<file path="src/rtl/hack_arb_pkg.sv">
// Shared constants and FSM state encoding for the Hack bus arbiter.
package hack_arb_pkg;
  localparam int NUM_REQ = 8;
  localparam int WORD_W  = 16;
  localparam int ID_W    = 3;

  typedef enum logic {
    ST_IDLE  = 1'b0,
    ST_GRANT = 1'b1
  } state_t;
endpackage

</file>
<file path="src/rtl/dmux8way_gate.sv">
// Project 1 gate library: 1-to-8 demultiplexer.
module dmux8way_gate (
  input  logic       in,
  input  logic [2:0] sel,
  output logic       a,
  output logic       b,
  output logic       c,
  output logic       d,
  output logic       e,
  output logic       f,
  output logic       g,
  output logic       h
);
  assign a = in & ~sel[2] & ~sel[1] & ~sel[0];
  assign b = in & ~sel[2] & ~sel[1] &  sel[0];
  assign c = in & ~sel[2] &  sel[1] & ~sel[0];
  assign d = in & ~sel[2] &  sel[1] &  sel[0];
  assign e = in &  sel[2] & ~sel[1] & ~sel[0];
  assign f = in &  sel[2] & ~sel[1] &  sel[0];
  assign g = in &  sel[2] &  sel[1] & ~sel[0];
  assign h = in &  sel[2] &  sel[1] &  sel[0];
endmodule

</file>
<file path="src/rtl/mux8way16_gate.sv">
// Project 1 gate library: 16-bit, 8-way multiplexer.
module mux8way16_gate (
  input  logic [15:0] a,
  input  logic [15:0] b,
  input  logic [15:0] c,
  input  logic [15:0] d,
  input  logic [15:0] e,
  input  logic [15:0] f,
  input  logic [15:0] g,
  input  logic [15:0] h,
  input  logic [2:0]  sel,
  output logic [15:0] out
);
  logic [15:0] lo, hi;

  assign lo  = sel[1] ? (sel[0] ? d : c) : (sel[0] ? b : a);
  assign hi  = sel[1] ? (sel[0] ? h : g) : (sel[0] ? f : e);
  assign out = sel[2] ? hi : lo;
endmodule

</file>
<file path="src/rtl/rr_pick8.sv">
// Rotating-priority picker: first set request scanning ptr, ptr+1, ... mod 8.
module rr_pick8
  import hack_arb_pkg::*;
(
  input  logic [NUM_REQ-1:0] req,
  input  logic [ID_W-1:0]    ptr,
  output logic               found,
  output logic [ID_W-1:0]    idx
);
  logic [ID_W-1:0] cand;

  // Scan from the far end so the candidate closest to ptr is written last.
  always_comb begin
    found = 1'b0;
    idx   = '0;
    cand  = '0;
    for (int k = NUM_REQ - 1; k >= 0; k--) begin
      cand = ptr + ID_W'(k);
      if (req[cand]) begin
        found = 1'b1;
        idx   = cand;
      end
    end
  end
endmodule

</file>
<file path="src/rtl/bus_arbiter8.sv">
// Round-robin arbiter sharing one 16-bit Hack bus among 8 requesters,
// with bounded hold and a mandatory idle turnaround between grants.
module bus_arbiter8
  import hack_arb_pkg::*;
#(
  parameter int MAX_HOLD = 4
) (
  input  logic                      clk,
  input  logic                      rst_n,
  input  logic                      en,
  input  logic [NUM_REQ-1:0]        req,
  input  logic [NUM_REQ*WORD_W-1:0] req_data,
  output logic [NUM_REQ-1:0]        gnt,
  output logic [ID_W-1:0]           gnt_id,
  output logic                      bus_valid,
  output logic [WORD_W-1:0]         bus_data,
  output logic                      busy
);
  localparam logic [3:0] LAST_BEAT = 4'(MAX_HOLD - 1);

  state_t            state;
  logic [ID_W-1:0]   ptr;
  logic [3:0]        beats;
  logic              pick_found;
  logic [ID_W-1:0]   pick_idx;
  logic              held, last_beat, rel, start, busy_nxt;
  logic [ID_W-1:0]   gnt_id_nxt;
  logic [NUM_REQ-1:0] gnt_dec;
  logic [WORD_W-1:0] mux_out;

  rr_pick8 u_pick (
    .req   (req),
    .ptr   (ptr),
    .found (pick_found),
    .idx   (pick_idx)
  );

  assign busy      = (state == ST_GRANT);
  assign held      = req[gnt_id];
  assign bus_valid = busy & held;
  assign last_beat = bus_valid && (beats == LAST_BEAT);
  assign rel       = busy && (!held || last_beat);
  // Only IDLE may start a grant, which enforces the turnaround cycle.
  assign start     = !busy && en && pick_found;
  assign busy_nxt  = start || (busy && !rel);
  assign gnt_id_nxt = start ? pick_idx : (busy_nxt ? gnt_id : '0);

  dmux8way_gate u_dec (
    .in  (busy_nxt),
    .sel (gnt_id_nxt),
    .a   (gnt_dec[0]),
    .b   (gnt_dec[1]),
    .c   (gnt_dec[2]),
    .d   (gnt_dec[3]),
    .e   (gnt_dec[4]),
    .f   (gnt_dec[5]),
    .g   (gnt_dec[6]),
    .h   (gnt_dec[7])
  );

  mux8way16_gate u_mux (
    .a   (req_data[0*WORD_W +: WORD_W]),
    .b   (req_data[1*WORD_W +: WORD_W]),
    .c   (req_data[2*WORD_W +: WORD_W]),
    .d   (req_data[3*WORD_W +: WORD_W]),
    .e   (req_data[4*WORD_W +: WORD_W]),
    .f   (req_data[5*WORD_W +: WORD_W]),
    .g   (req_data[6*WORD_W +: WORD_W]),
    .h   (req_data[7*WORD_W +: WORD_W]),
    .sel (gnt_id),
    .out (mux_out)
  );

  assign bus_data = mux_out & {WORD_W{bus_valid}};

  always_ff @(posedge clk or negedge rst_n) begin
    if (!rst_n) begin
      state  <= ST_IDLE;
      gnt    <= '0;
      gnt_id <= '0;
      ptr    <= '0;
      beats  <= '0;
    end else begin
      state  <= busy_nxt ? ST_GRANT : ST_IDLE;
      gnt    <= gnt_dec;
      gnt_id <= gnt_id_nxt;
      if (start || rel)
        beats <= '0;
      else if (bus_valid)
        beats <= beats + 4'd1;
      if (rel)
        ptr <= gnt_id + 3'd1;
    end
  end
endmodule

</file>
<file path="config.mk">
export PLATFORM = sky130hd
export DESIGN_NAME = bus_arbiter8
export DESIGN_NICKNAME = d
export VERILOG_FILES = /design/src/rtl/hack_arb_pkg.sv /design/src/rtl/dmux8way_gate.sv /design/src/rtl/mux8way16_gate.sv /design/src/rtl/rr_pick8.sv /design/src/rtl/bus_arbiter8.sv
export SDC_FILE = /design/constraint.sdc
export NUM_CORES = 1
export LEC_CHECK = 0
export BUFFER_PORTS_ARGS = -buffer_cell sky130_fd_sc_hd__buf_2
export CORE_ASPECT_RATIO = 1.1
export CORE_UTILIZATION = 49
export CTS_CLUSTER_SIZE = 30
export DETAILED_ROUTE_END_ITERATION = 10
export PLACE_DENSITY = 0.88
export SLEW_MARGIN = 20
export SYNTH_ARGS = -nofsm -noshare
export SYNTH_HDL_FRONTEND = slang
export SYNTH_SLANG_ARGS = --single-unit
</file>
<file path="constraint.sdc">
create_clock -name clk -period 6.9 [get_ports clk]
set_clock_uncertainty 0.05 [all_clocks]
set_input_delay 0.69 -clock clk [delete_from_list [all_inputs] [get_ports clk]]
set_output_delay 0.69 -clock clk [all_outputs]
set_load 0.02 [all_outputs]
</file>
==> impl_metrics.py, run 1 <==
metrics = {
    "outcome": {
        "outcome": "finished clean",
    },
    "detailed_routing": {
        "initialDrtViolationCount": 291,
        "wl_per_cell_um": 20.5,
        "antenna_left": 0,
        "drt_wl_total_mm": 10.4,
        "drc": 0,
        "drtPass1Iterations": 5,
        "vias_per_cell": 6.22,
        "vias": 3168,
    },
    "sta": {
        "period_needed_ps": 4490,
        "worst_pin_slew_ps": 1020,
        "maxSlewHeadroom_pct": 32.1,
        "fmax_ghz": 0.223,
        "finalSetupViolCount": 0,
        "hold_viol": 0,
        "tns_ps": 0,
        "rsz0062_at_grt": "false",
        "fin_crit_sh_pct": 65.1,
        "finalMaxSlewViolations": 0,
    },
    "cts": {
        "post-cts-setup-buffers": 0,
        "cts-root-buf": "clkbuf_8",
        "clk_latency_ps": 260,
        "htree_levels": 1,
        "holdBufCountCts": 0,
        "clk_pin_slew_worst_paths_ps": 80,
        "post_cts_resized": 0,
        "cts_buffer_depth": 2,
        "cts_inserted_buffers": 3,
        "cts_num_sinks": 19,
        "cts_tree": "done",
    },
    "critical_path": {
        "cp.arrival_ps": 4600,
        "crit_chain": "inv_1 -> ha_1 -> mux2_1 -> mux4_2 -> or3_1 -> o31ai_1 -> a41o_2 -> nor2_1 -> a22o_1 -> nor3b_1",
        "worstPathMaxFanout": 21,
        "start_kind": "flop",
        "critical_path_required_ps": 7000,
        "cpPeakStageDelay_ps": 870,
        "cp-end-kind": "flop",
        "crit_type": "flop to flop",
        "slowest_stage": "dfrtp_1",
    },
    "synth": {
        "synth-warning-count": 0,
        "synth_seq_area_share_pct": 16.0,
        "synth-async-reset-ratio_pct": 100,
        "syn_nets": 429,
        "ys.flop_type": "dfrtp_1",
        "synthCells": 286,
        "syn_area_per_cell_um2": 10.4,
        "synth_area_um2": 2960,
        "synth-edff-count": 0,
        "synth_cell_types": 55,
        "ys_ff_latch": 19,
    },
    "place": {
        "port_buffers": 167,
        "place_congestion": 0.934,
        "dpl_cell_area_um2": 3770,
        "dp_hpwl_mm": 8.24,
    },
    "floorplanning": {
        "die_area_um2": 6360,
        "io_pins": 168,
        "fp.dieW_um": 76.2,
        "row_count": 29,
        "die_y_um": 83.6,
        "core_area_um2": 5810,
        "initial_core_util_pct": 51.1,
    },
    "grt": {
        "overflow": 0,
        "busiest_layer": "met2",
        "grtUsageMet2_pct": 55.3,
        "grt_max_degree": 40,
        "grt_usage_pct": 32.4,
        "antenna_found_initial": 3,
        "grt_util_met3_pct": 7.43,
        "grtUsageMet1_pct": 40.9,
        "grt_pass1_wl_mm": 16.0,
        "first_global_vias": 3148,
    },
    "cells_and_area": {
        "synthToLayoutAreaGrowth_pct": 29.3,
        "final_nets": 573,
        "drive_above_1_share_pct": 56.4,
        "finalInstanceArea_um2": 3830,
    },
    "job": {
        "maxCapViolCount": 0,
    },
    "pwr": {
        "p_leak_nw": 1.77,
        "powerDensity_nw_per_um2": 395,
        "ir_drop_uv": 246,
    },
    "min_path": {
        "hold_class": "input pin to asynchronous set/reset pin",
    },
}
## cell usage after synthesis (5+ instances only)
library cell	count	share of area, %
buf_2	8	1.4
inv_1	7	0.89
mux4_2	47	36
a211oi_1	5	1.3
mux2i_1	22	7.4
a21oi_1	16	2.7
nor3_1	7	1.2
nand2_1	22	2.8
nor2_1	29	3.7
o21ai_0	5	0.84
buf_1	5	0.63
a221oi_1	5	1.5
dfrtp_1	19	16
clkbuf_1	15	1.9
## placed cells by master, fill, tap and decap left out, types with 3 or more instances in the layout
| master | n |
|---|---|
| nand2b_1 | 4 |
| nor3_2 | 4 |
| and3_1 | 3 |
| o21ai_0 | 5 |
| o2111ai_1 | 3 |
| ha_1 | 4 |
| nand2_1 | 22 |
| a221oi_1 | 5 |
| a21oi_1 | 16 |
| mux2i_1 | 22 |
| inv_1 | 7 |
| nor3_1 | 7 |
| diode_2 | 3 |
| dfrtp_1 | 18 |
| mux4_2 | 47 |
| nor3b_1 | 3 |
| mux2_2 | 4 |
| a211oi_1 | 5 |
| nor2b_1 | 4 |
| buf_4 | 3 |
| xor2_1 | 3 |
| buf_2 | 167 |
| o211ai_1 | 3 |
| nor2_1 | 29 |
| clkbuf_8 | 3 |
## path summary, 6_finish.rpt
check                           slack, ps  depth (start not counted)                 start              endpoint
worst max-delay path                 2410                         10    ptr[1]$_DFFE_PN0P_      gnt[2]$_DFF_PN0_
max in group asynchronous            6180                          1                 rst_n   gnt_id[0]$_DFF_PN0_
min in group clk                      450                          1  beats[3]$_DFFE_PN0P_  beats[3]$_DFFE_PN0P_
worst max register to register       2410                         10    ptr[1]$_DFFE_PN0P_      gnt[2]$_DFF_PN0_
worst min register to register        450                          1  beats[3]$_DFFE_PN0P_  beats[3]$_DFFE_PN0P_
worst min-delay path                  300                          1                 rst_n      gnt[0]$_DFF_PN0_
## stage by stage
stage                     cells  hold slack, ps  util, %  worst slack (ps)  power (W)
final                       509             301     66.0              2410    0.00151
after global routing        509             341     66.0              2080    0.00161
after CTS                   506             312     65.9              2480    0.00149
after detailed placement    502             429     65.0              2500    0.00141
after global placement      502             427     65.0              2670    0.00138
after floorplan             286             344        -              3550    0.00117
## registers in the layout (all words and copies together) (netlist names)
register / cells
gnt: 8
beats: 4
gnt_id: 3
ptr: 3
busy: 1
## per-layer routing
metal	part of all wire [%]	wire length [µm]
met3	9.3	966
met5	0	0
met1	37	3870
met2	51	5330
met4	2.4	252
## logic make-up after synthesis
group	synth area share, %
AOI/OAI and AO/OA	14.2
xor gates and xnor gates	2.58
adders and majority gates	1.69
buffers and inverters	6.04
DFF	16.0
muxes	46.4
and+or+nand+nor	13.0
## critical path, delay by kind of cell (launching register included)
kind                       cells  cell delay (ps)
AOI/OAI and AO/OA              3              780
adders and majority gates      1              860
buffers and inverters          1              420
DFF                            1              870
muxes                          2              870
and+or+nand+nor                3              560
## where the power goes
group,switching [W],leakage [nW],internal (W),total (W)
Sequential,0.0000871,0.251,0.000142,0.000229
Clock,0.0000391,0.0217,0.0000408,0.0000799
Combinational,0.000656,1.50,0.000547,0.00120
Total,0.000782,1.77,0.000729,0.00151
## final cells by class
type,instances,area [µm²]
Antenna cell,3,7.51
Clock buffer,3,41.3
Clock inverter,1,7.51
Fill cell,477,1970
Inverter,9,33.8
Multi-Input combinational cell,227,2310
Sequential cell,19,477
Tap cell,77,96.3
Timing Repair Buffer,170,858
(Power assumes the default switching activity.)
==> inputs of run 2 (changes only) <==
--- a/config.mk
+++ b/config.mk
@@ -7,10 +7,10 @@
 export LEC_CHECK = 0
 export BUFFER_PORTS_ARGS = -buffer_cell sky130_fd_sc_hd__buf_2
 export CORE_ASPECT_RATIO = 1.1
-export CORE_UTILIZATION = 49
+export CORE_UTILIZATION = 41
 export CTS_CLUSTER_SIZE = 30
 export DETAILED_ROUTE_END_ITERATION = 10
-export PLACE_DENSITY = 0.88
+export PLACE_DENSITY = 0.78
 export SLEW_MARGIN = 20
 export SYNTH_ARGS = -nofsm -noshare
 export SYNTH_HDL_FRONTEND = slang
==> constraint.sdc (replaced) <==
create_clock -name clk -period 4.03 [get_ports clk]
set_clock_uncertainty 0.05 [all_clocks]
set_input_delay 0.403 -clock clk [delete_from_list [all_inputs] [get_ports clk]]
set_output_delay 0.403 -clock clk [all_outputs]
set_load 0.02 [all_outputs]
==> impl_metrics.py, run 2 (same netlist as run 1, synthesis figures left out) <==
metrics = {
    "outcome": {
        "outcome": "finished clean",
    },
    "place": {
        "dp_hpwl_mm": 8.56,
        "port_buffers": 167,
        "dpl.cell_count": 515,
        "dpl_cell_area_um2": 3820,
        "place_congestion": 0.930,
    },
    "sta": {
        "finalSetupViolCount": 0,
        "rsz0062_at_grt": "false",
        "fin_crit_sh_pct": 86.6,
        "tns_ps": 0,
        "maxSlewHeadroom_pct": 45.3,
        "finalMaxSlewViolations": 0,
        "period_needed_ps": 3490,
        "worst_pin_slew_ps": 820,
        "fmax_ghz": 0.286,
        "hold_viol": 0,
    },
    "grt": {
        "grt_max_degree": 26,
        "first_global_vias": 2954,
        "overflow": 0,
        "antenna_found_initial": 4,
        "grt_usage_pct": 27.6,
        "grt_pass1_wl_mm": 16.1,
    },
    "pwr": {
        "combPwrFrac_pct": 81.4,
        "ir_drop_uv": 396,
        "powerDensity_nw_per_um2": 672,
        "intPower_w": 0.00127,
        "p_leak_nw": 1.79,
        "p_seq_share_pct": 13.2,
        "p_total_w": 0.00261,
        "switching_share_pct": 51.1,
        "pwr-share-clk_pct": 5.4,
        "p_sw_w": 0.00133,
    },
    "floorplanning": {
        "initial_core_util_pct": 42.3,
        "row_count": 32,
        "die_area_um2": 7570,
        "core_area_um2": 7010,
        "fp.dieW_um": 83.1,
        "io_pins": 168,
        "die_y_um": 91.2,
    },
    "detailed_routing": {
        "dr_wl_met3_um": 814,
        "antenna_left": 0,
        "wl_per_cell_um": 20.3,
        "drtPass1Iterations": 4,
        "wl_met1_mm": 4.03,
        "drc": 0,
        "vias_per_cell": 6.05,
        "initialDrtViolationCount": 286,
        "wl_met2_mm": 5.42,
        "drt_wl_total_mm": 10.6,
        "dr.max_layer_used": "met5",
        "vias": 3156,
    },
    "critical_path": {
        "worstPathMaxFanout": 18,
        "start_kind": "flop",
        "critical_path_required_ps": 4160,
        "crit_chain": "inv_2 -> ha_1 -> mux2_1 -> mux4_2 -> or3_1 -> o31ai_1 -> a41o_2 -> nor2_1 -> a22o_1 -> nor3_2",
        "cp_top_family": "multiplexers",
        "crit_type": "flop to flop",
        "slowest_stage": "ha_1",
        "cp.arrival_ps": 3630,
        "crit_buf_inv": 1,
        "cp-end-kind": "flop",
        "cpPeakStageDelay_ps": 750,
    },
    "min_path": {
        "hold_class": "input pin to asynchronous set/reset pin",
    },
    "job": {
        "maxCapViolCount": 0,
    },
    "cts": {
        "post-cts-setup-buffers": 0,
        "cts_tree": "done",
        "cts_buffer_depth": 2,
        "clk_latency_ps": 260,
        "cts_num_sinks": 19,
        "holdBufCountCts": 0,
        "clk_pin_slew_worst_paths_ps": 80,
        "htree_levels": 1,
        "cts-root-buf": "clkbuf_8",
        "post_cts_resized": 0,
        "cts_inserted_buffers": 3,
    },
    "cells_and_area": {
        "regMostFlops": "gnt",
        "final_nets": 578,
        "layout_commonest_cell": "buf_2",
        "post-route-util_pct": 55.4,
        "drive_above_1_share_pct": 56.9,
        "largest_reg_flops": 8,
        "finalInstanceArea_um2": 3880,
        "reg.largest.list": "gnt x8, beats x4",
        "synthToLayoutAreaGrowth_pct": 30.9,
        "mostFrequentLayoutCells": "buf_2 (167), mux4_2 (47), nor2_1 (29)",
        "finalNonFillerCells": 522,
    },
}
run 2: cell count changes in the layout (fill, tap and decap cells not counted):
cell   change
buf_4      +5
run 2: metrics by stage:
step                      hold slack [ps]  setup WS [ps]
after floorplan                      57.4            681
after global placement                310            659
after detailed placement              323            564
after CTS                            36.1            544
after global routing                 41.2            340
final                                19.6            538
run 2: per-layer routing:
layer | global-route usage (%) | up-vias
met5 | 0 | -
met4 | 9.34 | 2
met3 | 4.73 | 23
met2 | 47.1 | 173
met1 | 35.5 | 1532
li1 | - | 1426
run 2: power groups by stage:
stage | registers (W) | logic (W) | clock network [W]
after detailed placement | 0.000348 | 0.00210 | 0
after floorplan | 0.000317 | 0.00169 | 0
after global routing | 0.000356 | 0.00229 | 0.000152
after global placement | 0.000344 | 0.00206 | 0
final | 0.000343 | 0.00212 | 0.000141
after CTS | 0.000344 | 0.00211 | 0.000143
run 2: final cells by class:
class	instances	area (µm²)
Fill cell	629	3130
Multi-Input combinational cell	227	2310
Timing Repair Buffer	175	896
Sequential cell	19	477
Tap cell	85	106
Clock buffer	3	41.3
Inverter	9	33.8
Clock inverter	1	7.51
Antenna cell	3	7.51
run 2: final timing paths:
path,from,to,cells after the start,slack (ps)
max in group asynchronous,rst_n,gnt_id[0]$_DFF_PN0_,1,3580
hold / removal,rst_n,gnt[2]$_DFF_PN0_,1,20
min in group clk,beats[3]$_DFFE_PN0P_,beats[3]$_DFFE_PN0P_,1,450
hold reg to reg,beats[3]$_DFFE_PN0P_,beats[3]$_DFFE_PN0P_,1,450
setup / recovery,ptr[0]$_DFFE_PN0P_,gnt[1]$_DFF_PN0_,10,540
setup reg to reg,ptr[0]$_DFFE_PN0P_,gnt[1]$_DFF_PN0_,10,540
==> inputs of run 3 (changes only) <==
--- a/config.mk
+++ b/config.mk
@@ -11,6 +11,7 @@
 export CTS_CLUSTER_SIZE = 30
 export DETAILED_ROUTE_END_ITERATION = 10
 export PLACE_DENSITY = 0.78
+export RECOVER_POWER = 25
 export SLEW_MARGIN = 20
 export SYNTH_ARGS = -nofsm -noshare
 export SYNTH_HDL_FRONTEND = slang
==> impl_metrics.py, run 3 (same netlist as run 1, synthesis figures left out) <==
metrics = {
    "cts": {
        "cts_inserted_buffers": 3,
        "htree_levels": 1,
        "cts_num_sinks": 19,
        "cts_buffer_depth": 2,
        "post-cts-setup-buffers": 0,
        "holdBufCountCts": 0,
        "cts-root-buf": "clkbuf_8",
        "cts_tree": "done",
        "clk_latency_ps": 260,
        "post_cts_resized": 0,
        "clk_pin_slew_worst_paths_ps": 80,
    },
    "cells_and_area": {
        "synthToLayoutAreaGrowth_pct": 30.8,
        "largest_reg_flops": 8,
        "seq_area_um2": 477,
        "mostFrequentLayoutCells": "buf_2 (166), mux4_2 (47), nor2_1 (29)",
        "layout_commonest_cell": "buf_2",
        "n_fill_cell": 630,
        "finalInstanceArea_um2": 3880,
        "reg.largest.list": "gnt x8, beats x4",
        "finalNonFillerCells": 522,
        "regMostFlops": "gnt",
        "drive_above_1_share_pct": 56.7,
        "final_nets": 578,
        "multiInputGateArea_um2": 2310,
    },
    "critical_path": {
        "r2r_cells": 10,
        "start_kind": "flop",
        "cp-end-kind": "flop",
        "cp.arrival_ps": 3630,
        "crit_type": "flop to flop",
        "worstPathMaxFanout": 18,
        "critical_path_required_ps": 4160,
    },
    "place": {
        "port_buffers": 167,
        "dpl.cell_count": 515,
        "dp_hpwl_mm": 8.56,
        "dpl_cell_area_um2": 3820,
        "place_congestion": 0.930,
    },
    "floorplanning": {
        "io_pins": 168,
        "row_count": 32,
        "initial_core_util_pct": 42.3,
        "core_area_um2": 7010,
        "fp.dieW_um": 83.1,
        "die_area_um2": 7570,
        "die_y_um": 91.2,
    },
    "sta": {
        "finalSetupViolCount": 0,
        "maxSlewHeadroom_pct": 30.2,
        "finalMaxSlewViolations": 0,
        "hold_viol": 0,
        "rsz0062_at_grt": "false",
        "tns_ps": 0,
        "period_needed_ps": 3490,
        "fin_crit_sh_pct": 86.6,
        "fmax_ghz": 0.286,
        "worst_pin_slew_ps": 1050,
        "hold_ws_ps": 248,
    },
    "grt": {
        "overflow": 0,
        "grt_usage_pct": 27.6,
        "grt_pass1_wl_mm": 16.1,
        "first_global_vias": 2954,
        "antenna_found_initial": 4,
        "grt_max_degree": 26,
    },
    "detailed_routing": {
        "wl_per_cell_um": 20.3,
        "drt_wl_total_mm": 10.6,
        "drc": 0,
        "antenna_left": 0,
        "vias": 3158,
        "vias_per_cell": 6.05,
        "drtPass1Iterations": 4,
        "initialDrtViolationCount": 286,
    },
    "outcome": {
        "outcome": "finished clean",
    },
    "pwr": {
        "p_leak_nw": 1.79,
        "powerDensity_nw_per_um2": 672,
        "ir_drop_uv": 396,
    },
    "job": {
        "maxCapViolCount": 0,
    },
    "min_path": {
        "hold_class": "input pin to asynchronous set/reset pin",
    },
}
run 3: cell count changes in the layout (fill, tap and decap cells not counted):
cell / change
clkbuf_1: +1
buf_2: -1
run 3: final timing paths:
kind	from	endpoint	slack [ps]
min	rst_n	gnt[2]$_DFF_PN0_	250
min reg2reg	beats[3]$_DFFE_PN0P_	beats[3]$_DFFE_PN0P_	450
max	ptr[0]$_DFFE_PN0P_	gnt[1]$_DFF_PN0_	540
max in group asynchronous	rst_n	gnt_id[0]$_DFF_PN0_	2980
min in group clk	beats[3]$_DFFE_PN0P_	beats[3]$_DFFE_PN0P_	450
max reg2reg	ptr[0]$_DFFE_PN0P_	gnt[1]$_DFF_PN0_	540
run 3: metrics by stage:
step	utilization, %	power [W]	worst slack, ps
2_1_floorplan	-	0.00201	681
3_3_place_gp	54.6	0.00241	659
3_5_place_dp	54.6	0.00245	564
4_1_cts	55.3	0.00260	544
5_1_grt	55.3	0.00280	340
6_report	55.3	0.00261	538
run 3: critical path, cell delays in order (launching register included):
cell	delay, ps
dfrtp_1	370
inv_2	80
ha_1	750
mux2_1	400
mux4_2	450
or3_1	320
o31ai_1	100
a41o_2	300
nor2_1	50
a22o_1	320
nor3_2	230
run 3: where the power goes:
part | internal [W] | leakage, nW | switching, W
Clock | 0.0000699 | 0.0217 | 0.0000706
Sequential | 0.000244 | 0.251 | 0.0000989
Combinational | 0.000959 | 1.52 | 0.00116
Total | 0.00127 | 1.79 | 0.00133
run 3: layer usage:
layer  GRT usage, %  vias to the layer above  wire length [µm]
met2           47.1                      173              5410
li1               -                     1426                 -
met1           35.5                     1534              4030
met3           4.73                       23               814
met5              0                        -                 7
met4           9.34                        2               313
run 3: layout make-up:
| cell class | count | area share [%] |
|---|---|---|
| antenna | 3 | 0.194 |
| clock buffer | 3 | 1.06 |
| clock inverter | 1 | 0.194 |
| inverter | 9 | 0.871 |
| multi-input combinational | 227 | 59.6 |
| sequential | 19 | 12.3 |
| tap | 85 | 2.74 |
| timing repair buffer | 175 | 23.1 |
